$ cat src/rtl/ring_pkg.sv
// ring_pkg: shared flit type and destination-field helper for the ring stop
package ring_pkg;
  localparam int FLIT_W = 8;
  localparam int ID_W = 2;
  typedef logic [FLIT_W-1:0] flit_t;
  function automatic logic [ID_W-1:0] flit_dest(flit_t f);
    return f[FLIT_W-1 -: ID_W];
  endfunction
endpackage

$ cat src/rtl/ring_out_reg.sv
// ring_out_reg: single-stage valid/ready output register exporting can_load
module ring_out_reg #(
  parameter int W = 8
) (
  input  logic         clk,
  input  logic         rst,
  input  logic         ld_i,
  input  logic [W-1:0] dat_i,
  input  logic         rdy_i,
  output logic         vld_o,
  output logic [W-1:0] dat_o,
  output logic         can_load_o
);
  logic         vld_q, vld_d;
  logic [W-1:0] dat_q, dat_d;
  always_comb begin
    vld_d = ld_i || (vld_q && !rdy_i);
    dat_d = ld_i ? dat_i : dat_q;
  end
  always_ff @(posedge clk or posedge rst)
    if (rst) begin
      vld_q <= 1'b0;
      dat_q <= '0;
    end else begin
      vld_q <= vld_d;
      dat_q <= dat_d;
    end
  assign vld_o = vld_q;
  assign dat_o = dat_q;
  assign can_load_o = !vld_q || rdy_i;
endmodule

$ cat src/rtl/ring_stop_arb.sv
// ring_stop_arb: routes ring flits to eject/next hop and arbitrates local injection with starvation guard
module ring_stop_arb #(
  parameter int WIDTH = ring_pkg::FLIT_W,
  parameter int ID_W = ring_pkg::ID_W,
  parameter int NODE_ID = 0,
  parameter int STARVE_MAX = 4
) (
  input  logic             clk,
  input  logic             rst,
  input  logic             iRingEmpty,
  input  logic [WIDTH-1:0] iRingRdDat,
  output logic             oRingRdEn,
  input  logic             iLocEmpty,
  input  logic [WIDTH-1:0] iLocRdDat,
  output logic             oLocRdEn,
  output logic             oNxtVld,
  output logic [WIDTH-1:0] oNxtDat,
  input  logic             iNxtRdy,
  output logic             oEjVld,
  output logic [WIDTH-1:0] oEjDat,
  input  logic             iEjRdy
);
  localparam int SW = $clog2(STARVE_MAX + 1);
  localparam logic [SW-1:0] SMAX = SW'(STARVE_MAX);
  logic [SW-1:0]    starve_q, starve_d;
  logic             nxt_can, ej_can, ring_me, ring_fwd, ring_win, loc_win, ej_ld;
  logic [WIDTH-1:0] nxt_dat;
  // a saturated counter makes the ring ineligible, which hands next hop to local
  always_comb begin
    ring_me = !iRingEmpty && (iRingRdDat[WIDTH-1 -: ID_W] == ID_W'(NODE_ID));
    ring_fwd = !iRingEmpty && !ring_me && (starve_q < SMAX);
    ej_ld = !rst && ring_me && ej_can;
    ring_win = !rst && nxt_can && ring_fwd;
    loc_win = !rst && nxt_can && !ring_fwd && !iLocEmpty;
    starve_d = (iLocEmpty || loc_win) ? '0 : ring_win ? starve_q + 1'b1 : starve_q;
    nxt_dat = ring_win ? iRingRdDat : iLocRdDat;
  end
  always_ff @(posedge clk or posedge rst)
    if (rst) starve_q <= '0;
    else starve_q <= starve_d;
  assign oRingRdEn = ej_ld || ring_win;
  assign oLocRdEn = loc_win;
  ring_out_reg #(.W(WIDTH)) u_nxt (
    .clk(clk), .rst(rst), .ld_i(ring_win || loc_win), .dat_i(nxt_dat),
    .rdy_i(iNxtRdy), .vld_o(oNxtVld), .dat_o(oNxtDat), .can_load_o(nxt_can)
  );
  ring_out_reg #(.W(WIDTH)) u_ej (
    .clk(clk), .rst(rst), .ld_i(ej_ld), .dat_i(iRingRdDat),
    .rdy_i(iEjRdy), .vld_o(oEjVld), .dat_o(oEjDat), .can_load_o(ej_can)
  );
endmodule

$ cat config.mk
export PLATFORM = sky130hd
export DESIGN_NAME = ring_stop_arb
export DESIGN_NICKNAME = d
export VERILOG_FILES = /design/src/rtl/ring_pkg.sv /design/src/rtl/ring_out_reg.sv /design/src/rtl/ring_stop_arb.sv
export SDC_FILE = /design/constraint.sdc
export NUM_CORES = 1
export LEC_CHECK = 0
export ABC_AREA = 1
export CAP_MARGIN = 20
export CORE_ASPECT_RATIO = 0.75
export CORE_MARGIN = 3
export CORE_UTILIZATION = 45
export CTS_BUF_LIST = sky130_fd_sc_hd__clkbuf_16
export DETAILED_ROUTE_END_ITERATION = 6
export PLACE_DENSITY = 0.94
export SLEW_MARGIN = 40
export SYNTH_ARGS = -nofsm -noshare
export SYNTH_HDL_FRONTEND = slang
export SYNTH_SLANG_ARGS = --single-unit
$ cat constraint.sdc
create_clock -name clk -period 3.46 [get_ports clk]
set_input_delay 0.692 -clock clk [delete_from_list [all_inputs] [get_ports clk]]
set_output_delay 0.692 -clock clk [all_outputs]
set_load 0.05 [all_outputs]
# After elaboration in Yosys (flattened, before gate mapping)
# Index checks and enable logic that the tools add are counted.
# op_classes
muxes	3
magnitude_cmp	1
reduce_logical	29
add_sub_neg	1
# op_table
op	n
$logic_and 1x1->1	11
$logic_not 1->1	9
$mux 8	1
$logic_or 1x1->1	7
$mux 3	2
$add 3x1->3 const B	1
$lt 3x3->1 const B	1
$logic_not 2->1	1
$reduce_bool 2->1	1
# word_totals
reg_bits	21
input_bits	22
wordCells	39

# Depth between registers and ports, before layout
# logic_depth
depth_word	10
depth_mapped	8
ltp_nobuf	7

# Hierarchy
# A second synthesis with hierarchy kept.
# hier_totals
cells_unflattened	135
hier_area_um2	1073.5
# by_module_without_submodules
module	area_each_um2	cells_each	n_inst
ring_out_reg	345.3	39	2
ring_stop_arb	382.9	57	1

# Least setup slack after synthesis
# OpenSTA, ideal clock, no wires.
# synth_timing
path_type	input-to-output
startpoint	input port rst
endpoint	output port oLocRdEn
required_time_ns	2.768
path_stages	3
arrival_ns	2.230
slack_ns	0.538
cell_sequence	inv_2 -> o21ai_2 -> nor3_1
# synth_via
elab_chain_cells	4
# synth_rtl
element	line	text
from (decl)	ring_stop_arb.sv:9	input logic rst,
$logic_not 1->1 (no source line)	n/a	
$logic_and 1x1->1 (3 in series)	ring_stop_arb.sv:34	loc_win = !rst && nxt_can && !ring_fwd && !iLocEmpty;
to (decl)	ring_stop_arb.sv:15	output logic oLocRdEn,
# No other way between the ends.

# Worst setup path after layout
# layout_timing
startpoint	input port iRingEmpty
endpoint	output port oRingRdEn
# layout_via
elab_chain_cells	7
word_cells_on_any_way	9
cone_classes	reduce/logical (9)
# layout_rtl
element	line	text
from (decl)	ring_stop_arb.sv:10	input logic iRingEmpty,
$logic_not 1->1 *	ring_stop_arb.sv:30, ring_stop_arb.sv:31	
$logic_and 1x1->1	ring_stop_arb.sv:30	ring_me = !iRingEmpty && (iRingRdDat[WIDTH-1 -: ID_W] == ID_W'(NODE_ID));
$logic_not 1->1	ring_stop_arb.sv:31	ring_fwd = !iRingEmpty && !ring_me && (starve_q < SMAX);
$logic_and 1x1->1 (2 in series)	ring_stop_arb.sv:31	
$logic_and 1x1->1	ring_stop_arb.sv:33	ring_win = !rst && nxt_can && ring_fwd;
$logic_or 1x1->1 *	ring_stop_arb.sv:41	assign oRingRdEn = ej_ld || ring_win;
to (decl)	ring_stop_arb.sv:12	output logic oRingRdEn,
# Mark *: on every way between the ends. The rest lies on a longest branch, timed or not.

==> flow_summary.toml <==
[routing]
wl_per_cell_um = 13.8
vias = 1009
drt_first_pass_iters = 5
drt_iter0_markers = 24
ant_nets = 0
drc = 0
via_per_inst = 4.85
drt_wl_total_um = 2880

[timing]
worst_pin_slew_ns = 0.537
finClkSkew_ns = 0.00168
slew_headroom_pct = 64.1
min_period_ns = 2.90
hold_viol_final = 0
setup_viol = 0
fmax_ghz = 0.345
rsz0062_at_grt = "no"
period_share_pct = 83.8
drv_slew = 0
fin_tns_setup_ns = 0

[clock_network]
clkSlewWorstSetupHoldPaths_ns = 0.06
cts_buffers = 3
clock_sinks = 21
post_cts_resized = 0
cts_setup_buffers = 0
tritoncts = "done"
insertion_delay_ns = 0.25
cts_buffer_depth = 2
hold_buffers = 0
root_buffer = "clkbuf_16"
cts_max_level = 1

[die]
io-pin-count = 42
std_cell_rows = 14
die_w_um = 62.0
die_y_um = 48.0
start_util_pct = 49.9
die-area_mm2 = 0.00297
coreArea_mm2 = 0.00212

[global_routing]
gr-total-overflow = 0
grtUsageMet3_pct = 8.09
grt-busiest-layer = "met2"
grt_start_max_net_pins = 22
grt_usage_pct = 21.5
grt_use_met2_pct = 34.3
grt_pass1_vias = 1013
antenna_found_initial = 0
grtUsageMet1_pct = 25.8
grt_first_pass_wirelength_um = 4470

[min_path]
min_path_type = "reg2reg"
holdPathStages = 2
whs_endpoint = "u_ej.dat_o[6]$_DFFE_PP0P_"
hold_start = "u_ej.dat_o[6]$_DFFE_PP0P_"

[cells_and_area]
fin_nets = 200
drive_gt1_share_pct = 13.6
diodes = 0
areaGrowthSynthToFinish_pct = 52.2
fillers = 147
layout.cells.non_filler = 208

[power]
netSwitchingFraction_pct = 36.3
clkPwrFrac_pct = 28.3
p_sw_mw = 0.311
p_int_mw = 0.544
pwr-share-seq_pct = 35.3
power_density_mw_per_mm2 = 531
power.total_mw = 0.855
leakage_nw = 0.820
max-vdd-ir-drop_uv = 367
power_frac_comb_pct = 36.4

[worst_setup_path]
critPathCaptureType = "primary output"
cp.arrival_ns = 2.21
regToRegSetupSlack_ns = 2.08
start_kind = "primary input"
worstSetupPathType = "in2out"
path_max_fanout = 11
r2r_start = "starve_q[2]$_DFFE_PP0P_"
r2r_end = "u_nxt.dat_o[2]$_DFFE_PP0P_"
required_ns = 2.77
reg2reg_depth = 8

[logic_synthesis]
yosys.area.top_type = "dfrtp_1"
ys_ff_latch = 21
synth_area_leaders = "dfrtp_1, nand2_1, inv_1"
synth.net_count = 154
seq_area_frac_synth_pct = 49.7
avgSynthCellArea_um2 = 8.07
ys_types = 18
synth_top_area_share_pct = 49.7
yosysWarnings = 0
synthesis.area_mm2 = 0.00106
syn-instance-count = 131

[placement]
gp_congestion = 0.818
dp_hpwl_um = 2200
io_buffers = 41
dp_cells = 204

[outcome]
status = "finished clean"

[flow_run]
drv_cap = 0
[worst max path at each step]
| stage | from | end | slack (ns) | cells after the start |
|---|---|---|---|---|
| after floorplan | rst | oLocRdEn | 0.54 | 3 |
| after global placement | iRingEmpty | oRingRdEn | 0.69 | 8 |
| after detailed placement | iRingEmpty | oRingRdEn | 0.61 | 8 |
| after CTS | iRingEmpty | oRingRdEn | 0.58 | 8 |
| after global routing | iRingEmpty | oRingRdEn | 0.46 | 8 |
| final | iRingEmpty | oRingRdEn | 0.56 | 8 |
[critical path: stages]
cell and delay [ns]:
clkdlybuf4s50_1 0.46, inv_1 0.11, nand2_1 0.06, nor2_1 0.13, buf_4 0.20, nand2_2 0.20
nand2_1 0.20, buf_12 0.15
[sequential cells by signal, summed over array words and instances, names as in the netlist]
register	flops
u_ej.vld_o	1
u_nxt.vld_o	1
starve_q	3
u_ej.dat_o	8
u_nxt.dat_o	8
[cell usage in the layout (no fill, tap or decap), types with 3 or more instances in the layout]
cell type,n
clkdlybuf4s50_1,39
nand2_1,32
inv_1,24
dfrtp_1,21
nand3_1,17
nand2_2,8
o21ai_1,6
nor2_1,4
o21ai_0,4
inv_2,3
clkbuf_16,3
buf_4,3
[cell families (layout without fill, tap and decap cells)]
group | Yosys count | in the layout | share of synthesized area, %
compound gates | 16 | 16 | 10.3
fa+ha+maj | 1 | 1 | 1.18
buf+inv | 30 | 75 | 11.6
flops | 21 | 21 | 49.7
simple gates | 63 | 63 | 27.2
[per-stage QoR]
stage	instance area, um^2	util (%)	setup slack, ns	hold WS, ns
floorplan	1060	-	0.538	0.485
global placement	1530	72.1	0.687	0.453
detailed placement	1530	72.1	0.607	0.468
CTS	1610	75.9	0.575	0.483
global route	1610	75.9	0.457	0.510
finish	1610	75.9	0.562	0.481
[synthesized netlist by cell type (all sizes together)]
library cell / n
a21oi: 4
buf: 3
dfrtp: 21
ha: 1
inv: 27
nand2: 40
nand3: 17
nand4: 1
nor2: 4
nor3: 1
o21ai: 11
o31ai: 1
[layout make-up]
type | count | area [um^2] | share of cell area [%]
multi-input combinational | 80 | 409 | 25.4
timing repair buffer | 44 | 453 | 28.1
tap | 32 | 40.0 | 2.49
inverter | 27 | 101 | 6.30
sequential | 21 | 526 | 32.7
clock buffer | 3 | 75.1 | 4.67
clock inverter | 1 | 5.00 | 0.311
[power by group through the flow]
stage / Combinational, mW / Clock [mW] / Sequential, mW
after floorplan: 0.0717 / 0 / 0.421
after global placement: 0.305 / 0 / 0.302
after detailed placement: 0.311 / 0 / 0.305
after CTS: 0.313 / 0.245 / 0.302
final: 0.311 / 0.242 / 0.302
after global routing: 0.329 / 0.257 / 0.305
[layer usage]
layer	vias to the layer above	routed length, um
met4	0	71
met3	7	241
met1	456	1210
met2	52	1350
li1	494	-
met5	-	0
No activity file was read; power rests on OpenSTA's default activity.
